[config.mk]
export PLATFORM = sky130hd
export DESIGN_NAME = mdio_phy_emu
export DESIGN_NICKNAME = d
export VERILOG_FILES = /design/src/rtl/mdio_phy_emu.sv
export SDC_FILE = /design/constraint.sdc
export NUM_CORES = 1
export LEC_CHECK = 0
export ABC_AREA = 1
export BUFFER_PORTS_ARGS = -buffer_cell sky130_fd_sc_hd__buf_2
export CAP_MARGIN = 20
export CORE_MARGIN = 1
export CORE_UTILIZATION = 40
export DETAILED_ROUTE_END_ITERATION = 12
export SLEW_MARGIN = 20
export SYNTH_ARGS = -nofsm -noshare
export SYNTH_HDL_FRONTEND = slang
export SYNTH_SLANG_ARGS = --single-unit
[constraint.sdc]
create_clock -name clk -period 1.8 [get_ports clk]
set_input_delay 0.27 -clock clk [delete_from_list [all_inputs] [get_ports clk]]
set_output_delay 0.27 -clock clk [all_outputs]
set_load 0.03 [all_outputs]
[src/rtl/mdio_phy_emu.sv]
// Clause-22 MDIO responder emulating a PHY register set whose link/speed/duplex
// mirror MCU-reported status; MDC/MDIO are oversampled in the clk domain.
module mdio_phy_emu #(
   parameter logic [4:0]  PHY_ADDR     = 5'd1,
   parameter logic [15:0] PHY_ID1      = 16'h0141,
   parameter logic [15:0] PHY_ID2      = 16'h0CC2,
   parameter int          PREAMBLE_MIN = 32
) (
   input  logic        clk,
   input  logic        rst_n,
   input  logic        mdc,
   input  logic        mdio_i,
   output logic        mdio_o,
   output logic        mdio_oe,
   input  logic        link,
   input  logic [1:0]  speed,
   input  logic        duplex,
   output logic [15:0] bmcr,
   output logic        wr_stb,
   output logic [4:0]  wr_addr,
   output logic [15:0] wr_data
);

   localparam logic [5:0]  PRE_MIN  = 6'(PREAMBLE_MIN);
   localparam logic [15:0] BMCR_RST = 16'h1140;
   localparam logic [15:0] ANAR_RST = 16'h01E1;

   typedef enum logic [2:0] {
      IDLE, ST, OP, PHYAD, REGAD, TA, RDATA, WDATA
   } state_t;

   state_t      state, state_nx;
   logic [2:0]  mdc_sync;
   logic [1:0]  mdio_sync;
   logic        mdc_rise, bit_in;
   logic [4:0]  bit_cnt, bit_cnt_nx;
   logic [5:0]  ones_cnt, ones_cnt_nx;
   logic        op_hi, op_hi_nx;
   logic        is_read, is_read_nx;
   logic [4:0]  phy_sh, phy_sh_nx;
   logic [4:0]  reg_sh, reg_sh_nx;
   logic [15:0] shreg, shreg_nx;
   logic        mdio_o_nx, mdio_oe_nx;
   logic [15:0] bmcr_nx, anar, anar_nx;
   logic        wr_stb_nx;
   logic [4:0]  wr_addr_nx;
   logic [15:0] wr_data_nx;
   logic [15:0] read_val, wdata_full;

   // Synchronizers: stage 3 of mdc exists only to find its rising edge
   always_ff @(posedge clk or negedge rst_n) begin
      if (!rst_n) begin
         mdc_sync  <= '0;
         mdio_sync <= '0;
      end else begin
         mdc_sync  <= {mdc_sync[1:0], mdc};
         mdio_sync <= {mdio_sync[0], mdio_i};
      end
   end

   assign mdc_rise   = mdc_sync[1] & ~mdc_sync[2];
   assign bit_in     = mdio_sync[1];
   assign wdata_full = {shreg[14:0], bit_in};

   always_comb begin
      read_val = '0;
      case (reg_sh)
         5'd0:    read_val = bmcr;
         5'd1:    read_val = 16'h7949 | {10'b0, link, 2'b00, link, 2'b00};
         5'd2:    read_val = PHY_ID1;
         5'd3:    read_val = PHY_ID2;
         5'd4:    read_val = anar;
         5'd5:    read_val = link ? 16'hC1E1 : 16'h0000;
         5'd17:   read_val = {speed, duplex, 1'b0, link, link, 10'b0};
         default: read_val = '0;
      endcase
   end

   always_ff @(posedge clk or negedge rst_n) begin
      if (!rst_n) begin
         state    <= IDLE;
         bit_cnt  <= '0;
         ones_cnt <= '0;
         op_hi    <= 1'b0;
         is_read  <= 1'b0;
         phy_sh   <= '0;
         reg_sh   <= '0;
         shreg    <= '0;
         mdio_o   <= 1'b0;
         mdio_oe  <= 1'b0;
         bmcr     <= BMCR_RST;
         anar     <= ANAR_RST;
         wr_stb   <= 1'b0;
         wr_addr  <= '0;
         wr_data  <= '0;
      end else begin
         state    <= state_nx;
         bit_cnt  <= bit_cnt_nx;
         ones_cnt <= ones_cnt_nx;
         op_hi    <= op_hi_nx;
         is_read  <= is_read_nx;
         phy_sh   <= phy_sh_nx;
         reg_sh   <= reg_sh_nx;
         shreg    <= shreg_nx;
         mdio_o   <= mdio_o_nx;
         mdio_oe  <= mdio_oe_nx;
         bmcr     <= bmcr_nx;
         anar     <= anar_nx;
         wr_stb   <= wr_stb_nx;
         wr_addr  <= wr_addr_nx;
         wr_data  <= wr_data_nx;
      end
   end

   // Frame decoder: every field advances only on a detected mdc rising edge
   always_comb begin
      state_nx    = state;
      bit_cnt_nx  = bit_cnt;
      ones_cnt_nx = ones_cnt;
      op_hi_nx    = op_hi;
      is_read_nx  = is_read;
      phy_sh_nx   = phy_sh;
      reg_sh_nx   = reg_sh;
      shreg_nx    = shreg;
      mdio_o_nx   = mdio_o;
      mdio_oe_nx  = mdio_oe;
      bmcr_nx     = bmcr;
      anar_nx     = anar;
      wr_stb_nx   = 1'b0;
      wr_addr_nx  = wr_addr;
      wr_data_nx  = wr_data;

      if (mdc_rise) begin
         case (state)
            IDLE: begin
               if (bit_in) begin
                  if (ones_cnt < PRE_MIN) ones_cnt_nx = ones_cnt + 6'd1;
               end else begin
                  if (ones_cnt >= PRE_MIN) state_nx = ST;
                  ones_cnt_nx = '0;
               end
            end
            ST: begin
               bit_cnt_nx = '0;
               state_nx   = bit_in ? OP : IDLE;
            end
            OP: begin
               if (bit_cnt == 5'd0) begin
                  op_hi_nx   = bit_in;
                  bit_cnt_nx = 5'd1;
               end else begin
                  bit_cnt_nx = '0;
                  if ({op_hi, bit_in} == 2'b10) begin
                     is_read_nx = 1'b1;
                     state_nx   = PHYAD;
                  end else if ({op_hi, bit_in} == 2'b01) begin
                     is_read_nx = 1'b0;
                     state_nx   = PHYAD;
                  end else begin
                     state_nx   = IDLE;
                  end
               end
            end
            PHYAD: begin
               phy_sh_nx = {phy_sh[3:0], bit_in};
               if (bit_cnt == 5'd4) begin
                  bit_cnt_nx = '0;
                  state_nx   = REGAD;
               end else begin
                  bit_cnt_nx = bit_cnt + 5'd1;
               end
            end
            REGAD: begin
               reg_sh_nx = {reg_sh[3:0], bit_in};
               if (bit_cnt == 5'd4) begin
                  bit_cnt_nx = '0;
                  state_nx   = (phy_sh == PHY_ADDR) ? TA : IDLE;
               end else begin
                  bit_cnt_nx = bit_cnt + 5'd1;
               end
            end
            // Reads take their snapshot here so later status changes cannot tear the word
            TA: begin
               if (is_read) begin
                  shreg_nx   = read_val;
                  mdio_oe_nx = 1'b1;
                  mdio_o_nx  = 1'b0;
                  bit_cnt_nx = '0;
                  state_nx   = RDATA;
               end else if (bit_cnt == 5'd1) begin
                  bit_cnt_nx = '0;
                  state_nx   = WDATA;
               end else begin
                  bit_cnt_nx = 5'd1;
               end
            end
            RDATA: begin
               if (bit_cnt == 5'd16) begin
                  mdio_oe_nx = 1'b0;
                  mdio_o_nx  = 1'b0;
                  bit_cnt_nx = '0;
                  state_nx   = IDLE;
               end else begin
                  mdio_o_nx  = shreg[15];
                  shreg_nx   = {shreg[14:0], 1'b0};
                  bit_cnt_nx = bit_cnt + 5'd1;
               end
            end
            WDATA: begin
               shreg_nx = wdata_full;
               if (bit_cnt == 5'd15) begin
                  bit_cnt_nx = '0;
                  state_nx   = IDLE;
                  wr_stb_nx  = 1'b1;
                  wr_addr_nx = reg_sh;
                  wr_data_nx = wdata_full;
                  if (reg_sh == 5'd0) begin
                     if (wdata_full[15]) begin
                        bmcr_nx = BMCR_RST;
                        anar_nx = ANAR_RST;
                     end else begin
                        bmcr_nx = {1'b0, wdata_full[14:0]};
                     end
                  end else if (reg_sh == 5'd4) begin
                     anar_nx = wdata_full;
                  end
               end else begin
                  bit_cnt_nx = bit_cnt + 5'd1;
               end
            end
            default: state_nx = IDLE;
         endcase
      end
   end

endmodule

==> metrics.yaml, run 1 <==
status: "complete, no violations"
crit_chain: "ha_2, nand2_2, nor2_4, ha_4, nand2_4, nor2_4, nand3b_1, buf_6, nand2_1, o21ai_1"
cp.arrival_ps: 1990
cpMostUsedCell: "nor2_4"
fp-row-count: 39
htreeDepth: 3
cts_sinks: 102
routed_wl_mm: 12.7
highest_layer: "met4"
hpwl_mm: 9.19
clk_pin_slew_ps: 70
skew_ps: 6.36
synth.most_common_cell: "nand2_1"
drt_first_pass_iters: 6
synthMuxAreaShare_pct: 0
synth-async-reset-ratio_pct: 100
synth_top_family_by_area: "simple AND/OR/NAND/NOR gates"
port_buffers: 46
wl_per_cell_um: 15.4
synth-simple-area-share_pct: 26.6
fin_crit_ps: 1750
dieHeight_um: 112
route.detailed.drc: 0
crit_start: "bit_cnt[1]"
critPathBufInv: 1
yosysSeqAreaShare_pct: 52.5
rsz0062_at_grt: "true"
drive_gt1_share_pct: 21.9
grt_max_degree: 39
syn-cell-area_um2: 4880
die_w_um: 112
worst_path_dominant_cell_family: "simple AND/OR/NAND/NOR gates"
io_pins: 48
finalHoldViolCount: 0
place_congestion: 0.860
hold_start: "mdc"
holdWs_ps: 13.7
max_stage_delay_ps: 350
grtUsageTotal_pct: 21.5
cts_root_buf: "clkbuf_16"
met1_length_mm: 6.00
dieArea_um2: 12700
antenna_cells: 0
route.met3.wl_um: 686
wl_met2_mm: 5.70
synthesis.nets: 614
synth_flop_cell: "dfrtp_1"
synthAdderAreaFrac_pct: 2.05
setup_viol: 0
holdCritPathClass: "in -> reg"
yosys.cell_types.count: 33
yosysWarnings: 0
fmaxAchievable_mhz: 571
maxCapViolCount: 0
cpMaxStageDelayCell: "dfrtp_1"
yosys.area.top_type: "dfrtp_1"
synth_edf_count: 0
slew_viol_final: 0
worstSetupStartpointType: "register"
antenna_left: 0
synthToLayoutAreaGrowth_pct: 22.3
crit_path_end_kind: "register"
r2r_start: "bit_cnt[1]"
n_fill_cell: 1118
criticalPathCategory: "reg -> reg"
insertion_delay_ps: 360
grt_pass1_wl_mm: 20.8
syn_inst: 598
critPathRequiredTime_ps: 2040
antenna_found_initial: 0
synth_compound_area_share_pct: 10.7
placed_area_um2: 5500
design_area_um2: 5970
cts_buffer_depth: 2
powerDensity_nw_per_um2: 776
fin_crit_sh_pct: 97.3
yosysTopAreaCellShare_pct: 48.2
drtIter0Drc: 275
via_count: 4228
synthTopCellsByCount: "nand2_1 (157), dfrtp_1 (94), inv_1 (66), nor2_1 (66), o21ai_0 (37)"
grt_pass1_vias: 4021
synth-seq-cells: 102
fp.coreArea_um2: 11700
post_synth.cell_area_avg_um2: 8.17
ir_worst_vdd_v: 0.000545
synthTopCellsByArea: "dfrtp_1 (48%), nand2_1 (12%), inv_1 (5.1%)"
cts_tree: "built"
cts_buffers: 9
via_per_inst: 5.14
leakage_nw: 3.08
yosys.area_share.xor_xnor_pct: 0.359
layout.nets: 690
worstPathMaxFanout: 7
initial_core_util_pct: 41.9
gr-total-overflow: 0
-- registers in the layout (all words and copies together) (netlist names), 2 cells and up --
signal and count:
wr_addr 5, mdc_sync 3, bit_cnt 5, state 3, mdio_sync 2, anar 16
ones_cnt 6, bmcr 15, reg_sh 5, wr_data 16, shreg 16, phy_sh 5
-- worst register-to-register path, delay by kind of cell, from the launching register on --
kind / cells / cell delay (ps)
buffers and inverters: 1 / 190
and+or+nand+nor: 6 / 670
DFF: 1 / 350
AOI/OAI and AO/OA: 1 / 50
adders and majority gates: 2 / 370
-- area by class of cell --
class / count / area (um2) / area share (%)
Clock buffer: 13 / 270 / 4.53
Clock inverter: 3 / 65.1 / 1.09
Inverter: 73 / 282 / 4.71
Multi-Input combinational cell: 406 / 2040 / 34.2
Sequential cell: 102 / 2560 / 42.9
Tap cell: 143 / 179 / 3.00
Timing Repair Buffer: 82 / 571 / 9.55
-- cell families (layout without fill, tap and decap cells) --
| group | count (synthesis) | count (layout) |
|---|---|---|
| AO/OA/AOI/OAI | 97 | 97 |
| XOR/XNOR | 2 | 2 |
| adder cells (fa/ha/maj) | 8 | 8 |
| buffers and inverters | 90 | 171 |
| flip-flops | 102 | 102 |
| other | 1 | 1 |
| AND/OR/NAND/NOR | 298 | 298 |
-- path summary, 6_finish.rpt --
check,end,slack [ps],cells past startpoint
max,bmcr[5],50,10
min,mdc_sync[0],10,1
max reg2reg,bmcr[5],50,10
min reg2reg,mdc_sync[1],350,0
max in group asynchronous,anar[5],750,3
min in group asynchronous,ones_cnt[3],420,2
-- layout by cell type, fill, tap and decap left out, types with 4 or more instances in the layout --
cell type | netlist | layout
dfrtp_1 | 94 | 94
nor2_1 | 66 | 61
o22ai_1 | 14 | 14
o21ai_0 | 37 | 34
nor3_1 | 9 | 8
nand4_1 | 17 | 17
buf_6 | 1 | 4
buf_4 | 6 | 28
nor2_4 | 6 | 8
ha_1 | 8 | 6
o21ai_1 | 8 | 9
inv_1 | 66 | 66
clkbuf_16 | 0 | 9
a21oi_1 | 31 | 31
buf_2 | 5 | 45
nand3_1 | 30 | 30
nor2_2 | 5 | 8
buf_12 | 0 | 4
dfstp_2 | 8 | 8
nand2_1 | 157 | 147
nand2_2 | 3 | 11
-- repair_timing --
action	CTS	global route
gates resized for setup	2	35
hold buffers	1	0
setup endpoints to repair	23	53
pin swaps	2	7
setup buffers	0	1
hold endpoints to repair	29	0
-- layer usage --
| metal | vias up | track usage, % |
|---|---|---|
| met5 | - | 0 |
| met4 | 0 | 9.07 |
| met3 | 22 | 3.83 |
| met2 | 137 | 33.0 |
| met1 | 1999 | 30.2 |
| li1 | 2070 | - |
-- metrics by stage --
step	utilization (%)	TNS (ps)	setup WS [ps]	std cells	total power, mW
2_1_floorplan	-	0	15.0	598	2.40
3_3_place_gp	47.2	0	6.14	804	2.48
3_5_place_dp	47.2	-565	-80.1	804	2.49
4_1_cts	50.2	0	6.38	821	4.67
5_1_grt	51.2	-529	-52.6	822	4.77
6_report	51.2	0	47.7	822	4.63
-- report_power, final --
| part | internal [mW] | switching (mW) |
|---|---|---|
| Clock | 1.33 | 0.857 |
| Combinational | 0.0353 | 0.0884 |
| Sequential | 2.31 | 0.0116 |
| Total | 3.68 | 0.957 |
Note: power is estimated with default switching activity, not from simulation.
==> run 2: changes to the inputs <==
- CTS_BUF_LIST: not set -> sky130_fd_sc_hd__clkbuf_8 sky130_fd_sc_hd__clkbuf_16
==> metrics.yaml, run 2 (same netlist as run 1, synthesis figures left out) <==
htreeDepth: 3  # unchanged
criticalPathCategory: "reg -> reg"
antenna_left: 0  # unchanged
powerDensity_nw_per_um2: 774  # -0.24%
drtIter0Drc: 261  # -5.1%
worstSetupStartpointType: "register"
worst_path_dominant_cell_family: "simple AND/OR/NAND/NOR gates"
cts_sinks: 102  # unchanged
skew_ps: 5.36  # -0.993 ps
grt_max_degree: 39  # unchanged
die_w_um: 112  # unchanged
worstRegToRegCells: 10  # unchanged
worstPathMaxFanout: 7  # unchanged
clk_pin_slew_ps: 70  # about the same
drive_gt1_share_pct: 21.9  # unchanged
grt_pass1_vias: 4021  # unchanged
io_pins: 48  # unchanged
crit_path_end_kind: "register"
rsz0062_at_grt: "true"
critPathBufInv: 1  # unchanged
max_stage_delay_ps: 350  # about the same
insertion_delay_ps: 360  # about the same
gr-total-overflow: 0  # unchanged
grtUsageMet2_pct: 33.0  # unchanged
place_congestion: 0.860  # unchanged
cpMostUsedCell: "nor2_4"
dieArea_um2: 12700  # unchanged
wl_per_cell_um: 15.4  # unchanged
cts_buffer_depth: 2  # unchanged
cts_root_buf: "clkbuf_16"
fp.coreArea_um2: 11700  # unchanged
cpMaxStageDelayCell: "dfrtp_1"
grtUsageTotal_pct: 21.5  # unchanged
cp.arrival_ps: 1990  # about the same
via_count: 4203  # -0.59%
ir_worst_vdd_v: 0.000545  # about the same
grt_use_met1_pct: 30.2  # unchanged
drt_first_pass_iters: 5  # -1
via_per_inst: 5.11  # -0.59%
holdCritPathClass: "in -> reg"
leakage_nw: 3.08  # +0.13%
routed_wl_mm: 12.7  # unchanged
status: "complete, no violations"
cts_buffers: 9  # unchanged
gr-usage-met3_pct: 3.83  # unchanged
fin_crit_sh_pct: 97.3  # about the same
port_buffers: 46  # unchanged
hpwl_mm: 9.19  # unchanged
cts_tree: "built"
initial_core_util_pct: 41.9  # unchanged
route.detailed.drc: 0  # unchanged
total_power_mw: 4.62  # -0.24%
hold_depth: 1  # unchanged
synthToLayoutAreaGrowth_pct: 22.3  # unchanged
utilization_pct: 51.2  # unchanged
dieHeight_um: 112  # unchanged
maxCapViolCount: 0  # unchanged
finalHoldViolCount: 0  # unchanged
grt-busiest-layer: "met2"
fmaxAchievable_mhz: 571  # about the same
crit_cells: 10  # unchanged
fp-row-count: 39  # unchanged
crit_chain: "ha_2, nand2_2, nor2_4, ha_4, nand2_4, nor2_4, nand3b_1, buf_6, nand2_1, o21ai_1"
n_fill_cell: 1118  # unchanged
fin_crit_ps: 1750  # -1.44 ps
layout.nets: 690  # unchanged
critPathRequiredTime_ps: 2040  # about the same
layout_commonest_cell: "nand2_1"
reg_top3: "anar x16, shreg x16, wr_data x16"
setup_viol: 0  # unchanged
grt_pass1_wl_mm: 20.8  # unchanged
mostFrequentLayoutCells: "nand2_1 (147), dfrtp_1 (94), inv_1 (67), nor2_1 (61), buf_2 (45)"
r2r_slack_ps: 50  # about the same
antenna_cells: 0  # unchanged
slew_viol_final: 0  # unchanged
antenna_found_initial: 0  # unchanged
==> run 2: cell types whose count changed in the layout (fill, tap and decap cells not counted) <==
cell	before	now
clkbuf_1	1	0
inv_1	66	67
==> run 2: final cells by class <==
| cell class | count | area (um2) | area share [%] |
|---|---|---|---|
| tap | 143 | 179 | 3.00 |
| sequential | 102 | 2560 | 42.9 |
| clock inverter | 4 | 68.8 | 1.15 |
| clock buffer | 12 | 267 | 4.46 |
| inverter | 73 | 282 | 4.71 |
| multi-input combinational | 406 | 2040 | 34.2 |
| timing repair buffer | 82 | 571 | 9.55 |
==> run 2: final timing paths <==
| check | endpoint | start |
|---|---|---|
| setup / recovery | bmcr[5] | bit_cnt[1] |
| hold / removal | mdc_sync[0] | mdc |
| setup reg to reg | bmcr[5] | bit_cnt[1] |
| hold reg to reg | mdc_sync[1] | mdc_sync[0] |
| max in group asynchronous | anar[5] | rst_n |
| min in group asynchronous | ones_cnt[3] | rst_n |
==> run 2: per-stage QoR <==
| step | hold slack (ps) | setup WS [ps] | std cells | setup TNS, ps | cell area (um2) |
|---|---|---|---|---|---|
| 2_1_floorplan | -25.6 | 15.0 | 598 | 0 | 4890 |
| 3_3_place_gp | 255 | 6.14 | 804 | 0 | 5500 |
| 3_5_place_dp | 262 | -80.1 | 804 | -565 | 5500 |
| 4_1_cts | 8.50 | 6.38 | 821 | 0 | 5850 |
| 5_1_grt | 7.24 | -52.6 | 822 | -528 | 5970 |
| 6_report | 14.7 | 49.2 | 822 | 0 | 5970 |
==> run 2: timing repair <==
action,in CTS,in global routing
pin swaps,2,7
setup buffers,0,1
setup endpoints to repair,23,53
hold buffers,1,0
endpoints found under the hold margin,29,0
gates resized for setup,2,35
==> run 2: metal layers <==
metal	vias to the layer above	wire length, um
met4	0	335
met2	119	5700
met3	24	620
met5	-	0
met1	1991	6030
li1	2069	-
==> run 2: where the power goes <==
part / total (mW) / internal [mW] / leakage, nW / switching [mW]
combinational: 0.124 / 0.0353 / 1.59 / 0.0885
clock: 2.18 / 1.33 / 0.170 / 0.851
sequential: 2.32 / 2.31 / 1.33 / 0.0116
total: 4.62 / 3.67 / 3.08 / 0.951
